$ cat config.mk
export PLATFORM = sky130hd
export DESIGN_NAME = arb_weight_tracker
export DESIGN_NICKNAME = d
export VERILOG_FILES = /design/src/rtl/arb_pkg.sv /design/src/rtl/arb_weight_counter.sv /design/src/rtl/arb_weight_tracker.sv
export SDC_FILE = /design/constraint.sdc
export NUM_CORES = 1
export LEC_CHECK = 0
export ABC_AREA = 0
export CORE_ASPECT_RATIO = 0.6
export CORE_MARGIN = 2
export CORE_UTILIZATION = 52
export DETAILED_ROUTE_END_ITERATION = 12
export PLACE_DENSITY = 0.79
export SYNTH_ARGS = -nofsm -noshare
export SYNTH_HDL_FRONTEND = slang
export SYNTH_SLANG_ARGS = --single-unit
$ cat constraint.sdc
create_clock -name ACLK -period 2.4 [get_ports ACLK]
set_clock_uncertainty 0.05 [all_clocks]
set_input_delay 0.36 -clock ACLK [delete_from_list [all_inputs] [get_ports ACLK]]
set_output_delay 0.36 -clock ACLK [all_outputs]
set_load 0.005 [all_outputs]
$ cat src/rtl/arb_pkg.sv
// Types shared by the weighted-arbitration tracker and its per-requester counters.
package arb_pkg;

    typedef enum logic {
        ST_IDLE = 1'b0,
        ST_HOLD = 1'b1
    } arb_state_e;

endpackage

$ cat src/rtl/arb_weight_counter.sv
// Per-requester transaction counter: counts completed grants up to the effective
// weight and raises a sticky "weight used" flag until the round is cleared.
module arb_weight_counter #(
    parameter int P_WEIGHT_W = 4
) (
    input  logic                  clk,
    input  logic                  srst,
    input  logic                  inc,
    input  logic                  round_clear,
    input  logic [P_WEIGHT_W-1:0] weight,
    output logic                  completed_next,
    output logic                  completed
);

    logic [P_WEIGHT_W-1:0] cnt_reg;
    logic                  completed_reg;
    logic [P_WEIGHT_W-1:0] eff_weight;
    logic [P_WEIGHT_W:0]   cnt_plus_one;
    logic                  hit;

    // One extra bit on the compare so an all-ones counter cannot wrap past the weight.
    always_comb begin
        eff_weight     = (weight == '0) ? P_WEIGHT_W'(1) : weight;
        cnt_plus_one   = {1'b0, cnt_reg} + (P_WEIGHT_W + 1)'(1);
        hit            = inc && (cnt_plus_one >= {1'b0, eff_weight});
        completed_next = completed_reg | hit;
    end

    always_ff @(posedge clk) begin
        if (srst) begin
            cnt_reg       <= '0;
            completed_reg <= 1'b0;
        end else if (round_clear) begin
            cnt_reg       <= '0;
            completed_reg <= 1'b0;
        end else begin
            completed_reg <= completed_next;
            if (hit) begin
                cnt_reg <= '0;
            end else if (inc) begin
                cnt_reg <= cnt_plus_one[P_WEIGHT_W-1:0];
            end
        end
    end

    assign completed = completed_reg;

endmodule

$ cat src/rtl/arb_weight_tracker.sv
// Holds the priority granter's choice until downstream finishes it, and tracks
// how much of each requester's weight has been spent in the current round.
module arb_weight_tracker
    import arb_pkg::*;
#(
    parameter int P_REQUESTER_NUM = 3,
    parameter int P_WEIGHT_W      = 4
) (
    input  logic                                ACLK,
    input  logic                                ARESET,
    input  logic [P_REQUESTER_NUM-1:0]          request,
    input  logic [P_REQUESTER_NUM-1:0]          prior_grant,
    input  logic [P_REQUESTER_NUM*P_WEIGHT_W-1:0] request_weight,
    input  logic                                grant_ready,
    output logic                                grant_valid,
    output logic [P_REQUESTER_NUM-1:0]          grant,
    output logic [P_REQUESTER_NUM-1:0]          request_weight_completed
);

    arb_state_e                 state_reg, state_next;
    logic [P_REQUESTER_NUM-1:0] grant_reg, grant_next;
    logic                       valid_reg, valid_next;
    logic                       complete_txn;
    logic [P_REQUESTER_NUM-1:0] inc_vec;
    logic [P_REQUESTER_NUM-1:0] next_completed;
    logic [P_REQUESTER_NUM-1:0] completed_vec;
    logic                       round_clear;

    always_ff @(posedge ACLK) begin
        if (ARESET) begin
            state_reg <= ST_IDLE;
            grant_reg <= '0;
            valid_reg <= 1'b0;
        end else begin
            state_reg <= state_next;
            grant_reg <= grant_next;
            valid_reg <= valid_next;
        end
    end

    // A held grant is released only by grant_ready; a dropped request does not abort it.
    always_comb begin
        state_next   = state_reg;
        grant_next   = grant_reg;
        valid_next   = valid_reg;
        complete_txn = 1'b0;
        case (state_reg)
            ST_IDLE: begin
                grant_next = '0;
                valid_next = 1'b0;
                if (|request) begin
                    grant_next = prior_grant;
                    valid_next = 1'b1;
                    state_next = ST_HOLD;
                end
            end
            ST_HOLD: begin
                if (grant_ready) begin
                    complete_txn = 1'b1;
                    grant_next   = '0;
                    valid_next   = 1'b0;
                    state_next   = ST_IDLE;
                end
            end
            default: begin
                grant_next = '0;
                valid_next = 1'b0;
                state_next = ST_IDLE;
            end
        endcase
    end

    assign inc_vec = complete_txn ? grant_reg : '0;

    generate
        for (genvar gi = 0; gi < P_REQUESTER_NUM; gi++) begin : g_cnt
            arb_weight_counter #(
                .P_WEIGHT_W (P_WEIGHT_W)
            ) u_cnt (
                .clk            (ACLK),
                .srst           (ARESET),
                .inc            (inc_vec[gi]),
                .round_clear    (round_clear),
                .weight         (request_weight[gi*P_WEIGHT_W +: P_WEIGHT_W]),
                .completed_next (next_completed[gi]),
                .completed      (completed_vec[gi])
            );
        end
    endgenerate

    // Round ends once every active requester has spent its weight.
    assign round_clear = ((request & ~next_completed) == '0) && (next_completed != '0);

    assign grant_valid              = valid_reg;
    assign grant                    = grant_reg;
    assign request_weight_completed = completed_vec;

    a_prior_grant_onehot: assert property (
        @(posedge ACLK) disable iff (ARESET)
        (state_reg == ST_IDLE && |request) |-> $onehot(prior_grant)
    );

endmodule

Yosys cells after proc, flatten, opt, wreduce, memory -nomap -nowiden
Cells that the tools add are included.
{"block": "word_totals", "in_bits": 21, "register_bits": 20, "output_inout_bits": 7}
{"block": "classes", "muxes": 14, "order_cmp": 3, "add_sub_neg": 3, "bitwise_logic": 6, "n_eq_ne": 1, "reduce_logical": 14}
{"cell": "adder 4 x 1 -> 5 bit, second input constant", "n": 3}
{"cell": "greater-or-equal comparator 5 x 4 -> 1 bit", "n": 3}
{"cell": "zero test 4 bit", "n": 3}
{"cell": "2-to-1 mux 4 bit", "n": 3}
{"cell": "OR reduction 3 bit", "n": 4}
{"cell": "2-to-1 mux 3 bit", "n": 3}
{"cell": "case mux 3 bit (2 select lines)", "n": 1}
{"cell": "2-to-1 mux 1 bit", "n": 5}
{"cell": "logical AND 1 bit", "n": 4}
{"cell": "case mux 1 bit (2 select lines)", "n": 2}
{"cell": "AND 3 bit", "n": 1}
{"cell": "zero test 3 bit", "n": 1}
{"cell": "inverter 3 bit", "n": 1}
{"cell": "bitwise OR 1 bit", "n": 3}
{"cell": "nonzero test 3 bit", "n": 1}
{"cell": "inequality test 2 bit, second input constant", "n": 1}
{"cell": "OR reduction 2 bit", "n": 1}
{"cell": "inverter 1 bit", "n": 1}

Depth between registers and ports, before layout
Gate-level depths: netlist of run 1.
{"block": "depth", "depth_word": 10, "ltp_mapped": 9}

Cells and area by module
Synthesis of run 1 repeated with hierarchy kept, for this count alone.
{"block": "unflattened", "hier_cells": 160, "area_unflattened_um2": 1443.9}
{"module": "arb_weight_counter", "area_per_inst_um2": 397.9, "instances": 3, "cells_per_inst": 45}
{"module": "arb_weight_tracker", "area_per_inst_um2": 250.2, "instances": 1, "cells_per_inst": 25}

Worst setup path after synthesis of run 1
Ideal clock, no wire load.
{"block": "synth_path", "path_type": "register to register", "from": "register g_cnt[1].u_cnt.cnt_reg[0]", "to": "register g_cnt[1].u_cnt.cnt_reg[1]", "t_arrival_ns": 1.953, "slack_ns": 0.311, "period_less_slack_ns": 2.089, "required_time_ns": 2.264, "setup_time_ns": 0.086, "path_stages_with_launch": 10, "cell_sequence": "dfxtp_1 > ha_1 > xor2_1 > ha_1 > a21oi_2 > o21ai_2 > o21ai_2 > a32oi_4 > buf_6 > a211oi_1"}
{"block": "synth_between", "elab_chain_cells": 9, "elab_cells_between_ends": 10}
{"element": "start: declaration", "line": "arb_weight_counter.sv:15", "source": "logic [P_WEIGHT_W-1:0] cnt_reg;"}
{"element": "start signal: assignment", "line": "arb_weight_counter.sv:41", "source": "cnt_reg <= cnt_plus_one[P_WEIGHT_W-1:0];"}
{"element": "adder 4 x 1 -> 5 bit *", "line": "arb_weight_counter.sv:24", "source": "cnt_plus_one = {1'b0, cnt_reg} + (P_WEIGHT_W + 1)'(1);"}
{"element": "via g_cnt[1].u_cnt.cnt_plus_one[2]", "line": "arb_weight_counter.sv:18", "source": "logic [P_WEIGHT_W:0] cnt_plus_one;"}
{"element": "greater-or-equal comparator 5 x 4 -> 1 bit *", "line": "arb_weight_counter.sv:25", "source": "hit = inc && (cnt_plus_one >= {1'b0, eff_weight});"}
{"element": "logical AND 1 bit *", "line": "arb_weight_counter.sv:25"}
{"element": "bitwise OR 1 bit", "line": "arb_weight_counter.sv:26", "source": "completed_next = completed_reg | hit;"}
{"element": "inverter 3 bit", "line": "arb_weight_tracker.sv:92", "source": "assign round_clear = ((request & ~next_completed) == '0) && (next_completed != '0);"}
{"element": "AND 3 bit", "line": "arb_weight_tracker.sv:92"}
{"element": "zero test 3 bit", "line": "arb_weight_tracker.sv:92"}
{"element": "logical AND 1 bit", "line": "arb_weight_tracker.sv:92"}
{"element": "OR reduction 3 bit (no source line) *"}
Mark *: on every way through the listed nets, which the timed path passes. The rest lies on a longest branch.
A chain may end at the register's enable or synchronous reset.

Worst setup path in the final report of run 1
{"block": "layout_path", "from": "input request_weight[2]", "to": "register g_cnt[1].u_cnt.cnt_reg[0]"}
{"block": "layout_between", "elab_chain_cells": 10, "elab_cells_between_ends": 11}
{"element": "start: declaration", "line": "arb_weight_tracker.sv:13", "source": "input logic [P_REQUESTER_NUM*P_WEIGHT_W-1:0] request_weight,"}
{"element": "zero test 4 bit", "line": "arb_weight_counter.sv:23", "source": "eff_weight = (weight == '0) ? P_WEIGHT_W'(1) : weight;"}
{"element": "2-to-1 mux 4 bit *", "line": "arb_weight_counter.sv:23"}
{"element": "greater-or-equal comparator 5 x 4 -> 1 bit *", "line": "arb_weight_counter.sv:25"}
{"element": "logical AND 1 bit *", "line": "arb_weight_counter.sv:25"}
{"element": "bitwise OR 1 bit *", "line": "arb_weight_counter.sv:26"}
{"element": "inverter 3 bit", "line": "arb_weight_tracker.sv:92"}
{"element": "AND 3 bit", "line": "arb_weight_tracker.sv:92"}
{"element": "zero test 3 bit", "line": "arb_weight_tracker.sv:92"}
{"element": "logical AND 1 bit *", "line": "arb_weight_tracker.sv:92"}
{"element": "OR reduction 3 bit (no source line) *"}
Mark *: on every way between the ends. The rest lies on a longest branch, timed or not.

==> flow_summary.json, run 1 <==
{
  "status": "completed",
  "critPathKind": "primary input to flop",
  "initial_core_util_pct": 53.77,
  "yosysTopAreaCellShare_pct": 26.27,
  "cts_made_buffers": 3,
  "fin_crit_ps": 2294,
  "cts_root_buf": "clkbuf_8",
  "critPathMaxFanout": 4,
  "synth_nets": 212,
  "clk_latency_ps": 260,
  "clk_pin_slew_ps": 70,
  "final_area_um2": 1948,
  "area_growth_pct": 27.83,
  "synth_compound_area_share_pct": 26.19,
  "final_core_util_pct": 68.74,
  "clk_path_buf_depth": 2,
  "hold_viol": 0,
  "yosys.area_share.simple_pct": 17.65,
  "postPlaceCellArea_um2": 1896,
  "die_w_um": 73.89,
  "cts_max_level": 1,
  "drtIter0Drc": 179,
  "yosysWarningCount": 0,
  "diodes": 0,
  "cts_sinks": 20,
  "dpl.hpwl_um": 3025,
  "max_freq_ghz": 0.4360,
  "peakVddDrop_v": 0.0003444,
  "grt_pass1_vias": 1362,
  "synth_xor_xnor_area_share_pct": 8.621,
  "antenna_left": 0,
  "ys_async_sr_fraction_pct": 0,
  "rsz0062_at_grt": "yes",
  "yosys_register_bits": 20,
  "yosys.area.top_type": "dfxtp_1",
  "hold_slack_ps": 435.9,
  "worstMarginPinSlew_ps": 480.9,
  "power.density_nw_per_um2": 407.8,
  "cp.arrival_ps": 2420,
  "synth_top_family_by_area": "compound AO/OA/AOI/OAI gates",
  "cts_setup_buffers": 0,
  "synth-edff-count": 0,
  "viasPerCell": 5.723,
  "start_kind": "primary input",
  "end_kind": "flop",
  "grt-ovfl-total": 0,
  "synth_area_per_cell_um2": 8.659,
  "pin_count": 28,
  "seq_area_um2": 401.6,
  "place.gp.congestion": 0.8526,
  "grt_first_pass_wirelength_um": 6127,
  "drc_errors": 0,
  "core_um2": 2834,
  "row_count": 15,
  "routedWlPerCell_um": 14.53,
  "drt_first_pass_iters": 5,
  "synthMuxAreaShare_pct": 1.314,
  "antenna_found_initial": 0,
  "timing.final.crit_share_pct": 95.56,
  "grt_max_degree": 14,
  "slew_viol_final": 0,
  "synthTopCellsByArea": "dfxtp_1, ha_1, nand2_1, xor2_1, xnor2_1",
  "drt-total-wl_um": 3719,
  "syn_inst": 176,
  "ys_seq_area_share_pct": 26.27,
  "synth_area_um2": 1524,
  "fillers": 215,
  "maxSlewHeadroom_pct": 67.90,
  "final_nets": 252,
  "cts_tree": "yes",
  "dieArea_um2": 3394,
  "leakage_nw": 0.8131,
  "grtUsageTotal_pct": 24.17,
  "largest_reg_flops": 12,
  "io_buffers": 27,
  "crit_required_ps": 2530,
  "die_h_um": 45.94,
  "layout-drive-gt1-share_pct": 20.09,
  "synth-adder-area-share_pct": 12.32,
  "cap_violations": 0,
  "multi_input_area_um2": 1017,
  "finalSetupViolCount": 0,
  "hp-class": "flop to flop",
  "synthFlopType": "dfxtp_1",
  "yosysUniqueCellTypes": 35,
  "hold_buffers": 0,
  "num_vias": 1465
}
## cells by family after synthesis
group,Yosys count
xor+xnor,15
simple gates,55
fa+ha+maj,15
flops,20
buf+inv,20
mux,2
compound gates,49
## layout by cell type, fill, tap and decap left out, types with 2 or more instances in the layout
master / count
a21oi_2: 2
dfxtp_1: 19
nor2b_1: 3
xnor2_1: 7
ha_1: 13
a211oi_2: 3
nand3_2: 3
nor2_1: 12
clkbuf_8: 3
xor2_1: 8
clkdlybuf4s50_1: 27
ha_2: 2
mux2i_1: 2
a31oi_1: 5
nand3_1: 10
buf_4: 16
nand2_1: 19
a21oi_1: 10
o21ai_2: 3
o2111ai_2: 2
inv_1: 12
a21o_1: 2
a211oi_1: 7
o22ai_1: 4
nor3_1: 3
a32oi_1: 3
a31o_2: 3
nand4_1: 2
## area by class of cell
type | instances | share of cell area (%)
well taps | 42 | 2.697
flip-flops and latches | 20 | 20.62
inverters | 12 | 2.312
clock buffers | 3 | 2.119
multi-input cells | 136 | 52.22
repair buffers | 43 | 20.04
## metal layers
| layer | track usage (%) | wire, um | up-vias |
|---|---|---|---|
| met5 | 0 | 0 | - |
| met4 | 5.455 | 27 | 0 |
| met3 | 9.071 | 311 | 7 |
| met2 | 39.46 | 1722 | 63 |
| met1 | 30.72 | 1657 | 681 |
| li1 | - | - | 714 |
## path summary, 6_finish.rpt
| check | cells past startpoint | to | startpoint | slack, ps |
|---|---|---|---|---|
| worst max-delay path | 9 | g_cnt[1].u_cnt.cnt_reg[0] | request_weight[2] | 110 |
| worst min-delay path | 1 | grant_valid | grant_valid | 440 |
| worst max register to register | 8 | g_cnt[1].u_cnt.cnt_reg[0] | g_cnt[0].u_cnt.cnt_reg[0] | 120 |
| worst min register to register | 1 | grant_valid | grant_valid | 440 |
## report_power, final
group | total (W) | switching (W) | internal (W)
registers | 0.000375 | 0.0000253 | 0.000350
clock network | 0.000220 | 0.000108 | 0.000112
logic | 0.000200 | 0.0000935 | 0.000106
total | 0.000795 | 0.000227 | 0.000568
## Yosys cell counts (4+ instances only)
cell / count
nor2_1: 12
ha_1: 15
dfxtp_1: 20
nand3_1: 10
a211oi_1: 8
nand2_1: 19
a21oi_1: 10
xor2_1: 8
xnor2_1: 7
inv_1: 12
o22ai_1: 4
buf_6: 4
a31oi_1: 5
## repair_timing
item	in CTS	in global routing
gates resized for setup	0	4
endpoints found under the setup margin	0	7
hold endpoints to repair	0	0
## per-stage QoR
step	power [W]	setup WS, ps	cells	setup TNS (ps)
finish	0.0007945	106.5	256	0
global route	0.0008395	-8.223	256	-8.223
CTS	0.0007956	82.95	256	0
detailed placement	0.0005751	-174.6	253	-1557
global placement	0.0005634	-37.79	253	-334.8
floorplan	0.0004887	311.5	176	0
## critical path, stage by stage
cell and delay, ps:
clkdlybuf4s50_1 450, inv_1 50, a31o_2 240, ha_1 280, nor2b_1 120, o21ai_0 150, a31oi_4 270, o2111ai_2 210
a211oi_1 280
Note: power is estimated with default switching activity, not from simulation.
==> run 2, diff against run 1 <==
Settings changed: CORE_MARGIN 2 to 1, REMOVE_ABC_BUFFERS from default to 1.
==> flow_summary.json, run 2 (synthesis gave the netlist of run 1 again) <==
{
  "grtUsageMet1_pct": 34.65,
  "r2r_setup_slack_ps": 160,
  "setup_slack_ps": 110.1,
  "finalSetupViolCount": 0,
  "pin_count": 28,
  "cts_sinks": 20,
  "place.gp.congestion": 0.8587,
  "rsz0062_at_grt": "no",
  "hold_buffers": 0,
  "fillers": 186,
  "layout-drive-gt1-share_pct": 23.72,
  "row_count": 14,
  "holdPathStages": 1,
  "dieArea_um2": 3158,
  "power.density_nw_per_um2": 453.4,
  "viasPerCell": 5.784,
  "final_area_um2": 2016,
  "cts_root_buf": "clkbuf_8",
  "crit_required_ps": 2520,
  "cts_max_level": 1,
  "drc_errors": 0,
  "cp.arrival_ps": 2410,
  "antenna_left": 0,
  "critPathKind": "primary input to flop",
  "drt-total-wl_um": 3935,
  "cap_violations": 0,
  "die_w_um": 71.89,
  "initial_core_util_pct": 57.62,
  "hold_viol": 0,
  "cts_tree": "yes",
  "clk_latency_ps": 260,
  "final_core_util_pct": 76.21,
  "grt_max_degree": 14,
  "place_ws_ps": -203.2,
  "timing.final.crit_share_pct": 95.41,
  "hp-class": "flop to flop",
  "max_freq_ghz": 0.4367,
  "grt_pass1_vias": 1443,
  "clk_pin_slew_ps": 70,
  "die_h_um": 43.94,
  "grt_busiest_layer": "met2",
  "layout_common_cells": "clkdlybuf4s50_1, nand2_1, dfxtp_1, buf_4, ha_1",
  "grt_first_pass_wirelength_um": 6499,
  "grt_use_met2_pct": 46.42,
  "finalNonFillerCells": 255,
  "io_buffers": 27,
  "grt-ovfl-total": 0,
  "maxSlewHeadroom_pct": 68.09,
  "fin_crit_ps": 2290,
  "start_kind": "primary input",
  "antenna_found_initial": 0,
  "drtIter0Drc": 130,
  "clk_path_buf_depth": 2,
  "routedWlPerCell_um": 15.43,
  "area_growth_pct": 32.27,
  "layout_commonest_cell": "clkdlybuf4s50_1",
  "final_nets": 252,
  "leakage_nw": 0.8335,
  "postPlaceCellArea_um2": 1886,
  "core_um2": 2645,
  "slew_viol_final": 0,
  "peakVddDrop_v": 0.0002641,
  "worstMarginPinSlew_ps": 477.9,
  "drt_first_pass_iters": 4,
  "cts_made_buffers": 3,
  "placed_cells": 250,
  "status": "completed",
  "r2r_cells": 8,
  "grt.met3_usage_pct": 6.744,
  "diodes": 0,
  "num_vias": 1475,
  "largest_reg_flops": 12,
  "end_kind": "flop",
  "grtUsageTotal_pct": 27.16,
  "dpl.hpwl_um": 3072,
  "critPathMaxFanout": 4
}
-- run 2: cell count changes in the layout (fill, tap and decap cells not counted) --
cell / previous run / this run
o2111ai_2: 2 / 1
o21ai_4: 0 / 1
bufinv_16: 0 / 1
a211oi_1: 7 / 5
a21oi_2: 2 / 3
o21ai_1: 1 / 0
a211oi_2: 3 / 5
a21oi_1: 10 / 9
dfxtp_2: 1 / 4
o2111ai_4: 0 / 1
dfxtp_1: 19 / 16
-- run 2: worst paths after layout --
path                          endpoint                 startpoint
max          g_cnt[1].u_cnt.cnt_reg[3]         request_weight[10]
min                        grant_valid                grant_valid
max reg2reg  g_cnt[1].u_cnt.cnt_reg[3]  g_cnt[2].u_cnt.cnt_reg[1]
min reg2reg                grant_valid                grant_valid
-- run 2: metal layers --
layer / wire, um / part of all wire, %
met1: 1778 / 45
met2: 1879 / 48
met3: 220 / 5.6
met4: 56 / 1.4
met5: 0 / 0
-- run 2: layout make-up --
| class | count | area [um^2] | share of cell area, % |
|---|---|---|---|
| timing repair buffer | 43 | 390.4 | 19.37 |
| clock inverter | 1 | 30.03 | 1.490 |
| multi-input combinational | 136 | 1054 | 52.27 |
| clock buffer | 3 | 41.29 | 2.048 |
| tap | 40 | 50.05 | 2.483 |
| inverter | 12 | 45.04 | 2.235 |
| sequential | 20 | 405.4 | 20.11 |
-- run 2: timing repair --
| action | CTS | global route |
|---|---|---|
| endpoints found under the setup margin | 0 | 13 |
| resized for setup | 0 | 13 |
| setup buffers | 0 | 1 |
-- run 2: power breakdown --
group	internal, W	total, W	switching [W]
combinational	0.000107	0.000205	0.0000984
sequential	0.000350	0.000374	0.0000243
clock	0.000223	0.000335	0.000112
total	0.000679	0.000914	0.000235
-- run 2: worst max-delay path, cell delays in order --
cell and delay, ps:
clkdlybuf4s50_1 460, inv_1 50, a31o_2 250, ha_1 270, nor2b_1 170, o21ai_2 120, a21oi_1 240, o2111ai_2 230
a211oi_1 270
-- run 2: metrics by stage --
stage | power, W | hold slack [ps] | setup TNS (ps)
after floorplan | 0.0004767 | 374.6 | 0
after global placement | 0.0005625 | 404.7 | -556.9
after detailed placement | 0.0005741 | 401.9 | -2172
after CTS | 0.0009062 | 429.9 | 0
after global routing | 0.0009585 | 466.4 | 0
final | 0.0009140 | 421.5 | 0
==> run 3, diff against run 2 <==
Settings changed: CORE_UTILIZATION 52 to 60, DONT_BUFFER_PORTS from default to 1, PLACE_DENSITY 0.79 to 0.76.
==> flow_summary.json, run 3 (synthesis gave the netlist of run 1 again) <==
{
  "cpMostUsedCell": "ha_1",
  "drt-total-wl_um": 3313,
  "reg2reg_from": "g_cnt[2].u_cnt.cnt_reg[0]",
  "cts_made_buffers": 3,
  "grt_first_pass_wirelength_um": 5092,
  "final_nets": 213,
  "cap_violations": 0,
  "critPathMaxFanout": 4,
  "critPathKind": "flop to flop",
  "start_kind": "flop",
  "path_cells": "ha_1 -> xor2_1 -> ha_1 -> a21oi_1 -> o21ai_1 -> o21ai_2 -> a32oi_4 -> buf_4 -> a211oi_1",
  "num_vias": 1297,
  "cts_root_buf": "clkbuf_8",
  "cp.arrival_ps": 2420,
  "cts_sinks": 20,
  "hold_slack_ps": 99.88,
  "initial_core_util_pct": 66.92,
  "antenna_found_initial": 0,
  "layout_common_cells": "dfxtp_1, nand2_1, ha_1, inv_1, nor2_1",
  "clk_pin_slew_ps": 70,
  "area_growth_pct": 6.240,
  "die_w_um": 67.07,
  "postPlaceCellArea_um2": 1498,
  "drtIter0Drc": 71,
  "max_stage_delay_ps": 410,
  "largest_reg_flops": 12,
  "clk_latency_ps": 260,
  "hold_viol": 0,
  "grtUsageTotal_pct": 26.60,
  "dpl.hpwl_um": 2629,
  "core_um2": 2277,
  "drt_first_pass_iters": 5,
  "dieArea_um2": 2752,
  "grt_max_degree": 14,
  "holdPathStages": 1,
  "drc_errors": 0,
  "hold_buffers": 0,
  "leakage_nw": 0.6750,
  "die_h_um": 41.04,
  "viasPerCell": 6.296,
  "hold_start": "ARESET",
  "io_buffers": 0,
  "pin_count": 28,
  "final_area_um2": 1619,
  "cts_max_level": 1,
  "power.density_nw_per_um2": 521.6,
  "place.gp.congestion": 0.7993,
  "finalSetupViolCount": 0,
  "fillers": 178,
  "status": "completed",
  "cts_tree": "yes",
  "maxSlewHeadroom_pct": 66.80,
  "hp-class": "primary input to flop",
  "r2r-end": "g_cnt[1].u_cnt.cnt_reg[3]",
  "r2r_setup_slack_ps": 100,
  "layout-drive-gt1-share_pct": 17.05,
  "fin_crit_ps": 2296,
  "peakVddDrop_v": 0.0005447,
  "routedWlPerCell_um": 16.08,
  "diodes": 0,
  "worstMarginPinSlew_ps": 497.3,
  "slew_viol_final": 0,
  "clk_path_buf_depth": 2,
  "whs_endpoint": "g_cnt[2].u_cnt.completed",
  "end_kind": "flop",
  "grt_pass1_vias": 1072,
  "max_freq_ghz": 0.4356,
  "antenna_left": 0,
  "crit_slowest_cell": "dfxtp_1",
  "crit_required_ps": 2530,
  "r2r_cells": 9,
  "timing.final.crit_share_pct": 95.66,
  "row_count": 13,
  "grt-ovfl-total": 0,
  "layout_commonest_cell": "dfxtp_1"
}
[run 3: cell count changes in the layout (fill, tap and decap cells not counted), moves of 2 or more]
cell | previous run | this run
dfxtp_2 | 4 | 0
dfxtp_1 | 16 | 20
buf_4 | 16 | 3
clkdlybuf4s50_1 | 27 | 0
a211oi_2 | 5 | 3
a211oi_1 | 5 | 7
[run 3: what timing repair did]
action	4_1_cts	5_1_grt
setup buffers	0	3
endpoints found under the setup margin	0	13
hold endpoints to repair	0	0
gates resized for setup	0	3
[run 3: worst max-delay path: cells and delay by family, from the launching register on]
kind / cells / cell delay [ps]
adders and majority gates: 2 / 510
DFF: 1 / 410
buffers and inverters: 1 / 180
xor gates and xnor gates: 1 / 180
AOI/OAI and AO/OA: 5 / 860
[run 3: worst max-delay path by stage]
stage	to	from	cells past startpoint	slack, ps
floorplan	g_cnt[2].u_cnt.cnt_reg[0]	g_cnt[0].u_cnt.cnt_reg[0]	8	230
global placement	g_cnt[0].u_cnt.cnt_reg[1]	g_cnt[1].u_cnt.cnt_reg[0]	8	140
detailed placement	g_cnt[0].u_cnt.cnt_reg[2]	g_cnt[1].u_cnt.cnt_reg[0]	8	60
CTS	g_cnt[0].u_cnt.cnt_reg[0]	g_cnt[1].u_cnt.cnt_reg[0]	8	60
global route	g_cnt[1].u_cnt.cnt_reg[2]	g_cnt[2].u_cnt.cnt_reg[0]	9	-10
finish	g_cnt[1].u_cnt.cnt_reg[3]	g_cnt[2].u_cnt.cnt_reg[0]	9	100
[run 3: per-layer routing]
layer	part of all wire [%]	GRT usage (%)	routed length (um)	vias up
li1	-	-	-	635
met1	51	36.62	1685	612
met2	41	41.50	1356	46
met3	7.5	7.222	250	4
met4	0.63	6.383	21	0
met5	0	0	0	-
[run 3: where the power goes]
group,internal (W),total [W],switching [W]
sequential,0.000348,0.000374,0.0000255
combinational,0.0000609,0.000134,0.0000735
clock,0.000223,0.000336,0.000114
total,0.000632,0.000845,0.000212
[run 3: layout make-up]
type,count,area (um^2),area share (%)
Clock buffer,3,41.29,2.550
Clock inverter,1,30.03,1.855
Inverter,12,45.04,2.782
Multi-Input combinational cell,136,1022,63.14
Sequential cell,20,400.4,24.73
Tap cell,30,37.54,2.318
Timing Repair Buffer,4,42.54,2.628
[run 3: per-stage QoR]
stage | total power, W | utilization, % | cells | TNS (ps) | worst slack, ps
6_report | 0.0008445 | 71.10 | 206 | 0 | 104.1
5_1_grt | 0.0008888 | 71.10 | 206 | -17.91 | -12.92
4_1_cts | 0.0008420 | 68.90 | 203 | 0 | 55.12
3_5_place_dp | 0.0005052 | 65.77 | 199 | 0 | 61.93
3_3_place_gp | 0.0004973 | 65.77 | 199 | 0 | 141.0
2_1_floorplan | 0.0004767 | - | 168 | 0 | 231.5
